File: src/rtl/odd_parity_pkg.sv
// Shared types and line-level constants for the odd-parity serial link.
package odd_parity_pkg;

    // Transmitter frame phases, in line order.
    typedef enum logic [2:0] {
        IDLE   = 3'd0,
        START  = 3'd1,
        DATA   = 3'd2,
        PARITY = 3'd3,
        STOP   = 3'd4
    } tx_state_e;

    localparam logic LINE_IDLE = 1'b1;
    localparam logic START_BIT = 1'b0;
    localparam logic STOP_BIT  = 1'b1;

endpackage : odd_parity_pkg

File: src/rtl/odd_parity_gen.sv
// Combinational odd-parity generator: the returned bit makes the total
// count of ones across data and parity odd (all-zero data gives 1).
module odd_parity_gen #(
    parameter int DATA_W = 8
) (
    input  logic [DATA_W-1:0] data_i,
    output logic              par_o
);

    // Parity bit is the inverted XOR reduction of the word.
    always_comb begin
        par_o = ~(^data_i);
    end

endmodule : odd_parity_gen

File: src/rtl/odd_parity_serial_tx.sv
// Odd-parity serial frame transmitter: start(0), DATA_W bits LSB-first,
// odd parity, stop(1). Each bit is held CLKS_PER_BIT cycles. The line and
// status outputs are registered from the next-state values so that an
// accept at edge k drives the start bit from that same edge.
module odd_parity_serial_tx
    import odd_parity_pkg::*;
#(
    parameter int DATA_W       = 8,
    parameter int CLKS_PER_BIT = 4
) (
    input  logic              clk,
    input  logic              rst,
    input  logic              tx_valid,
    input  logic [DATA_W-1:0] tx_data,
    output logic              tx_ready,
    output logic              tx_serial,
    output logic              tx_busy,
    output logic              tx_done
);

    localparam int BAUD_W = (CLKS_PER_BIT > 1) ? $clog2(CLKS_PER_BIT) : 1;
    localparam int BIT_W  = (DATA_W > 1) ? $clog2(DATA_W + 1) : 1;

    localparam logic [BAUD_W-1:0] BAUD_LAST = BAUD_W'(CLKS_PER_BIT - 1);
    localparam logic [BIT_W-1:0]  BIT_LAST  = BIT_W'(DATA_W - 1);
    localparam logic [BAUD_W-1:0] BAUD_ZERO = {BAUD_W{1'b0}};
    localparam logic [BIT_W-1:0]  BIT_ZERO  = {BIT_W{1'b0}};

    tx_state_e         state_q, state_d;
    logic [BAUD_W-1:0] baud_q, baud_d;
    logic [BIT_W-1:0]  bit_q, bit_d;
    logic [DATA_W-1:0] shift_q, shift_d;
    logic              par_q, par_d;
    logic              serial_q, serial_d;
    logic              ready_q, ready_d;
    logic              busy_q, busy_d;
    logic              done_q, done_d;
    logic              par_s;
    logic              baud_wrap_s;

    odd_parity_gen #(
        .DATA_W (DATA_W)
    ) u_par_gen (
        .data_i (tx_data),
        .par_o  (par_s)
    );

    // Next-state logic: phase sequencing, baud/bit counting, data shifting.
    always_comb begin
        state_d     = state_q;
        baud_d      = baud_q;
        bit_d       = bit_q;
        shift_d     = shift_q;
        par_d       = par_q;
        baud_wrap_s = (baud_q == BAUD_LAST);
        case (state_q)
            IDLE: begin
                if (tx_valid) begin
                    state_d = START;
                    baud_d  = BAUD_ZERO;
                    bit_d   = BIT_ZERO;
                    shift_d = tx_data;
                    par_d   = par_s;
                end else begin
                    state_d = IDLE;
                end
            end
            START: begin
                if (baud_wrap_s) begin
                    state_d = DATA;
                    baud_d  = BAUD_ZERO;
                end else begin
                    baud_d  = baud_q + BAUD_W'(1);
                end
            end
            DATA: begin
                if (baud_wrap_s) begin
                    baud_d  = BAUD_ZERO;
                    shift_d = shift_q >> 1;
                    if (bit_q == BIT_LAST) begin
                        state_d = PARITY;
                        bit_d   = BIT_ZERO;
                    end else begin
                        bit_d   = bit_q + BIT_W'(1);
                    end
                end else begin
                    baud_d  = baud_q + BAUD_W'(1);
                end
            end
            PARITY: begin
                if (baud_wrap_s) begin
                    state_d = STOP;
                    baud_d  = BAUD_ZERO;
                end else begin
                    baud_d  = baud_q + BAUD_W'(1);
                end
            end
            STOP: begin
                if (baud_wrap_s) begin
                    state_d = IDLE;
                    baud_d  = BAUD_ZERO;
                end else begin
                    baud_d  = baud_q + BAUD_W'(1);
                end
            end
            default: begin
                state_d = IDLE;
                baud_d  = BAUD_ZERO;
                bit_d   = BIT_ZERO;
            end
        endcase
    end

    // Output decode from the upcoming state so every output is a flop.
    always_comb begin
        serial_d = LINE_IDLE;
        case (state_d)
            IDLE:    serial_d = LINE_IDLE;
            START:   serial_d = START_BIT;
            DATA:    serial_d = shift_d[0];
            PARITY:  serial_d = par_d;
            STOP:    serial_d = STOP_BIT;
            default: serial_d = LINE_IDLE;
        endcase
        ready_d = (state_d == IDLE);
        busy_d  = (state_d != IDLE);
        done_d  = (state_d == STOP) && (baud_d == BAUD_LAST);
    end

    // State, counters and registered outputs; reset parks the line high.
    always_ff @(posedge clk or posedge rst) begin
        if (rst) begin
            state_q  <= IDLE;
            baud_q   <= BAUD_ZERO;
            bit_q    <= BIT_ZERO;
            shift_q  <= {DATA_W{1'b0}};
            par_q    <= 1'b0;
            serial_q <= LINE_IDLE;
            ready_q  <= 1'b1;
            busy_q   <= 1'b0;
            done_q   <= 1'b0;
        end else begin
            state_q  <= state_d;
            baud_q   <= baud_d;
            bit_q    <= bit_d;
            shift_q  <= shift_d;
            par_q    <= par_d;
            serial_q <= serial_d;
            ready_q  <= ready_d;
            busy_q   <= busy_d;
            done_q   <= done_d;
        end
    end

    assign tx_serial = serial_q;
    assign tx_ready  = ready_q;
    assign tx_busy   = busy_q;
    assign tx_done   = done_q;

endmodule : odd_parity_serial_tx

File: config.mk
export PLATFORM = sky130hd
export DESIGN_NAME = odd_parity_serial_tx
export DESIGN_NICKNAME = d
export VERILOG_FILES = /design/src/rtl/odd_parity_pkg.sv /design/src/rtl/odd_parity_gen.sv /design/src/rtl/odd_parity_serial_tx.sv
export SDC_FILE = /design/constraint.sdc
export NUM_CORES = 1
export LEC_CHECK = 0
export CAP_MARGIN = 5
export CORE_MARGIN = 2
export CORE_UTILIZATION = 45
export CTS_CLUSTER_SIZE = 25
export DETAILED_ROUTE_END_ITERATION = 12
export HOLD_SLACK_MARGIN = 0.12
export PLACE_DENSITY_LB_ADDON = 0.3
export SLEW_MARGIN = 10
export SYNTH_ARGS = -nofsm -noshare
export SYNTH_HDL_FRONTEND = slang
export SYNTH_SLANG_ARGS = --single-unit
File: constraint.sdc
create_clock -name clk -period 1.7 [get_ports clk]
set_input_delay 0.255 -clock clk [delete_from_list [all_inputs] [get_ports clk]]
set_output_delay 0.255 -clock clk [all_outputs]
set_load 0.01 [all_outputs]
---- Yosys cells after proc, flatten, opt, wreduce, memory -nomap -nowiden ----
Index checks and enable logic that the tools add are counted.
word-level totals
  register bits after elaboration ......... 22
  input port bits ......................... 11
  output and inout bits ................... 4
  word-level logic and storage cells ...... 57
cells by class
  add/sub/neg operators ................... 2
  eq/ne operators ......................... 13
  mux-type cells .......................... 20
  bitwise logic cells ..................... 2
  reductions and logical operators ........ 10
operators with widths
  cell                                                  count
  2-to-1 mux 8 bit                                      2
  one-hot mux 8 bit (2 select lines)                    1
  2-to-1 mux 3 bit                                      5
  one-hot mux 3 bit (5 select lines)                    1
  equality test 3 x 2 -> 1 bit (second input constant)  4
  2-to-1 mux 4 bit                                      3
  one-hot mux 4 bit (3 select lines)                    1
  parity 8 bit                                          1
  equality test 3 x 1 -> 1 bit (second input constant)  2
  equality test 3 bit (second input constant)           2
  zero test 3 bit                                       2
  AND reduction 3 bit                                   2
  adder 4 x 1 -> 4 bit (second input constant)          1
  equality test 2 bit (second input constant)           2
  equality test 4 x 3 -> 1 bit (second input constant)  1
  2-to-1 mux 2 bit                                      2
  inequality test 2 bit (second input constant)         2
  one-hot mux 2 bit (2 select lines)                    1
  OR reduction 4 bit                                    1
  2-to-1 mux 1 bit                                      3
  one-hot mux 1 bit (3 select lines)                    1
  nonzero test 3 bit                                    1
  OR reduction 3 bit                                    1
  adder 2 x 1 -> 2 bit (second input constant)          1
  3 further kinds                                       4

---- Logic depth before layout (Yosys ltp) ----
  depth in word-level cells ............... 6
  gate-level depth with buffers ........... 6
  gate-level depth less buffers ........... 5

---- Modules after synthesis ----
Synthesis repeated with hierarchy kept, for this count alone.
unflattened totals
  cell total of the unflattened synthesis .. 113
  area, all modules ....................... 1,218.7 um^2
modules (own cells, without submodules)
  module                times used  cells each  area an instance (um^2)  seq. area each (um^2)
  odd_parity_serial_tx  1           106         1,157.4                  553.0
  odd_parity_gen        1           7           61.3                     0.0

---- Worst setup path after synthesis ----
OpenSTA, ideal clock, no wires.
  kind .................................... register to register
  from .................................... reg baud_q[0]
  to ...................................... reg serial_q, in the netlist tx_serial
  library setup time ...................... 0.084 ns
  arrival time ............................ 1.481 ns
  required time ........................... 1.616 ns
  setup slack ............................. 0.135 ns
  stages on the path, launching flop included .. 7
  buffers on the path ..................... 1
  period minus slack after synthesis ...... 1.565 ns
  path through ............................ dfrtp_1 > ha_1 > and4bb_2 > buf_4 > a22oi_1 > o311a_1 > mux2i_1
between the ends
  word-level cells in the longest chain between the ends .. 5
  elaborated cells between the ends (all ways) .. 12
  classes of those cells .................. eq/ne (4); mux (8)
RTL lines
  item                                                                                 line                         source
  start, declared                                                                      odd_parity_serial_tx.sv:30   logic [BAUD_W-1:0] baud_q, baud_d;
  start signal, assigned                                                               odd_parity_serial_tx.sv:144  baud_q <= baud_d;
  equality test 2 bit *                                                                odd_parity_serial_tx.sv:55   baud_wrap_s = (baud_q == BAUD_LAST);
  2-to-1 mux 3 bit, on equally long branches                                           n/a
  one-hot mux 3 bit (5 select lines)                                                   odd_parity_serial_tx.sv:56   case (state_q)
  equality test 3 x 2 -> 1 bit / equality test 3 x 1 -> 1 bit (equally long branches)  odd_parity_serial_tx.sv:117  case (state_d)
  one-hot mux 1 bit (3 select lines) *                                                 odd_parity_serial_tx.sv:117
  net serial_d                                                                         odd_parity_serial_tx.sv:34   logic serial_q, serial_d;
  end signal, assigned                                                                 odd_parity_serial_tx.sv:148  serial_q <= serial_d;
  end, declared                                                                        odd_parity_serial_tx.sv:34
The timed path passes the listed nets; every way through them passes the cells marked *. The select of a mux whose other input is x is not followed.
A chain may end at the register's enable or synchronous reset.

---- Final worst setup path ----
  from .................................... reg serial_q, in the netlist tx_serial
  to ...................................... out tx_serial
RTL lines
  item           line                        source
  end, declared  odd_parity_serial_tx.sv:16  output logic tx_serial,
No word-level cell between the ends.

==> reports/metrics.cfg <==
[run_status]
outcome = completed

[routing]
wl_per_cell_um = 12.6
routed_wl_mm = 2.00
drt_iter0_drc = 12
wl_met3_um = 50
first_pass_iters = 4
post-route-drc-count = 0
met1_length_um = 962
top_layer_used = met4
vias = 837
viasPerCell = 5.26
ant_nets = 0
dr_wl_met2_um = 976

[clocking]
cts.path.max_buffers = 2
clk_latency_ps = 300
h-tree-depth = 1
cts_made_buffers = 3
cts.sinks = 22
clkTransAtPathRegs_ps = 120
root_buffer = clkbuf_4
cts_tree = yes

[place]
gp_congestion = 0.721
place_hpwl_mm = 1.52
io_buffers = 14
placedCellCount = 155

[finish]
multi_input_area_um2 = 557
ff_latch_area_um2 = 554
fill_cells = 216
fin_nets = 143
area_growth_pct = 20.8
fin_cells = 159
layout-drive-gt1-share_pct = 18.6
antenna_cells = 0

[logic_synthesis]
synth_edf_count = 0
synth_area_um2 = 1160
yosys.area.top_type = dfrtp_1
yosysMostFrequentCell = dfrtp_1
synthCells = 110
synthFlopType = dfrtp_1
syn-num-nets = 123
syn_area_per_cell_um2 = 10.5
synth.area.top_cells = dfrtp_1, xnor2_1, a22oi_1
synth_warnings = 0
ys_ff_latch = 22
ys_types = 38
yosysSeqAreaShare_pct = 47.7
synth_top_area_share_pct = 43.1
ys_async_sr_fraction_pct = 100
netlist_top_cells_count = dfrtp_1, nand2_1, a22oi_1, xnor2_1, inv_1

[global_routing]
overflow = 0
grt_use_total_pct = 16.4
grt_pass1_vias = 827
grt_antenna_before_repair = 0
grt_max_degree = 23
grt_pass1_wl_mm = 3.53

[timing]
setup_viol = 0
finalMaxSlewViolations = 0
rsz0062_at_grt = false
worstMarginPinSlew_ps = 380
max_slew_margin_pct = 74.7
fmax_mhz = 623
hold_violations = 0
finalCriticalPeriod_ps = 1610
timing.final.crit_share_pct = 94.5
worst_clock_skew_ps = 0.704
fin_setup_tns_ps = 0

[floorplanning]
die_y_um = 54.8
rows = 18
io_pins = 15
dieArea_um2 = 3000
die_w_um = 54.8
initial_core_util_pct = 47.2
coreArea_um2 = 2450

[power]
ir_worst_vdd_mv = 0.474
cellLeakagePower_nw = 0.623
power.total_mw = 1.01
p_per_area_nw_per_um2 = 720

[worst_setup_path]
path_class = register to primary output
crit_path_cell_trace = clkdlybuf4s50_1
critPathCaptureType = primary output
critPathLaunchType = register
slowest_delay_ps = 530
crit_path_max_fanout = 1
cp_slowest_cell = dfstp_2
path_delay_family = flip-flops
cp.arrival_ps = 1350
cp.buffers_inverters = 1
required_ps = 1440

[flow_run]
drv_cap = 0

[min_path]
hold_class = primary input to asynchronous set/reset pin

-- where the power goes --
part | total (mW) | internal [mW] | leakage [nW] | switching (mW)
logic | 0.0814 | 0.0481 | 0.312 | 0.0333
clock network | 0.396 | 0.238 | 0.0279 | 0.158
registers | 0.531 | 0.529 | 0.282 | 0.00233
total | 1.01 | 0.815 | 0.623 | 0.194
-- worst reg2reg max path, cell delays in order (launching register included) --
cell and delay [ps]:
dfrtp_1 410, ha_2 290, nor2b_1 70, o21a_1 200, or2_2 340, a22o_1 190
-- final cells by class --
type                    count  share of cell area [%]
repair buffers             19                    12.7
clock inverters             1                    2.14
clock buffers               3                    1.61
multi-input cells          78                    39.7
well taps                  30                    2.68
flip-flops and latches     22                    39.6
inverters                   6                    1.61
-- metal layers --
metal	vias to the layer above	track usage [%]
met1	397	21.0
met2	11	27.8
li1	427	-
met4	0	6.25
met5	-	0
met3	2	2.46
-- cell families (layout without fill, tap and decap cells) --
kind of cell             Yosys count  in the layout  share of synthesized area (%)
AO/OA/AOI/OAI                     26             26                           16.3
XOR/XNOR                           7              7                           5.29
adder cells (fa/ha/maj)            2              2                           2.16
buffers and inverters             10             29                           4.53
flip-flops                        22             22                           47.7
multiplexers                       3              3                           2.70
AND/OR/NAND/NOR                   40             40                           21.4
-- state kept, by name (all words and copies together) (netlist names), 2 cells and up --
name,count
baud_q,2
bit_q,4
shift_q,8
state_q,3
-- layout by cell type (no fill, tap or decap), types with 2 or more instances in the layout --
cell type and count:
a21oi_1 3, a22oi_1 7, buf_4 5, clkbuf_4 3, clkdlybuf4s50_1 14, dfrtp_1 19
dfstp_2 2, inv_1 6, mux2i_1 2, nand2_1 14, nand3_1 3, nand3b_1 3
nor2_1 3, nor2b_1 3, o21ai_0 5, o31ai_1 2, or2_2 2, or3_1 2
xnor2_1 7
-- metrics by stage --
step	setup slack, ps	hold WS, ps	area (um2)	utilization, %
2_1_floorplan	135	243	1160	-
3_3_place_gp	21.8	469	1350	54.8
3_5_place_dp	13.9	464	1350	54.8
4_1_cts	14.5	266	1400	56.9
5_1_grt	18.9	273	1400	57.1
6_report	94.0	269	1400	57.1
-- worst paths after layout --
kind	startpoint	end	slack, ps	cells past startpoint
max in group asynchronous	rst	tx_ready$_DFF_PP1_	1160	3
hold reg to reg	shift_q[1]$_DFFE_PP0P_	shift_q[1]$_DFFE_PP0P_	490	2
setup / recovery	tx_serial$_DFF_PP1_	tx_serial	90	1
setup reg to reg	baud_q[0]$_DFF_PP0_	bit_q[1]$_DFFE_PP0P_	110	5
min in group clk	shift_q[1]$_DFFE_PP0P_	shift_q[1]$_DFFE_PP0P_	490	2
hold / removal	rst	shift_q[5]$_DFFE_PP0P_	270	3
-- repair_timing --
| item | 4_1_cts | 5_1_grt |
|---|---|---|
| gates resized for setup | 0 | 2 |
| hold buffers | 0 | 0 |
| setup endpoints to repair | 0 | 8 |
| buffers inserted | 0 | 0 |
No activity file was read; power rests on OpenSTA's default activity.
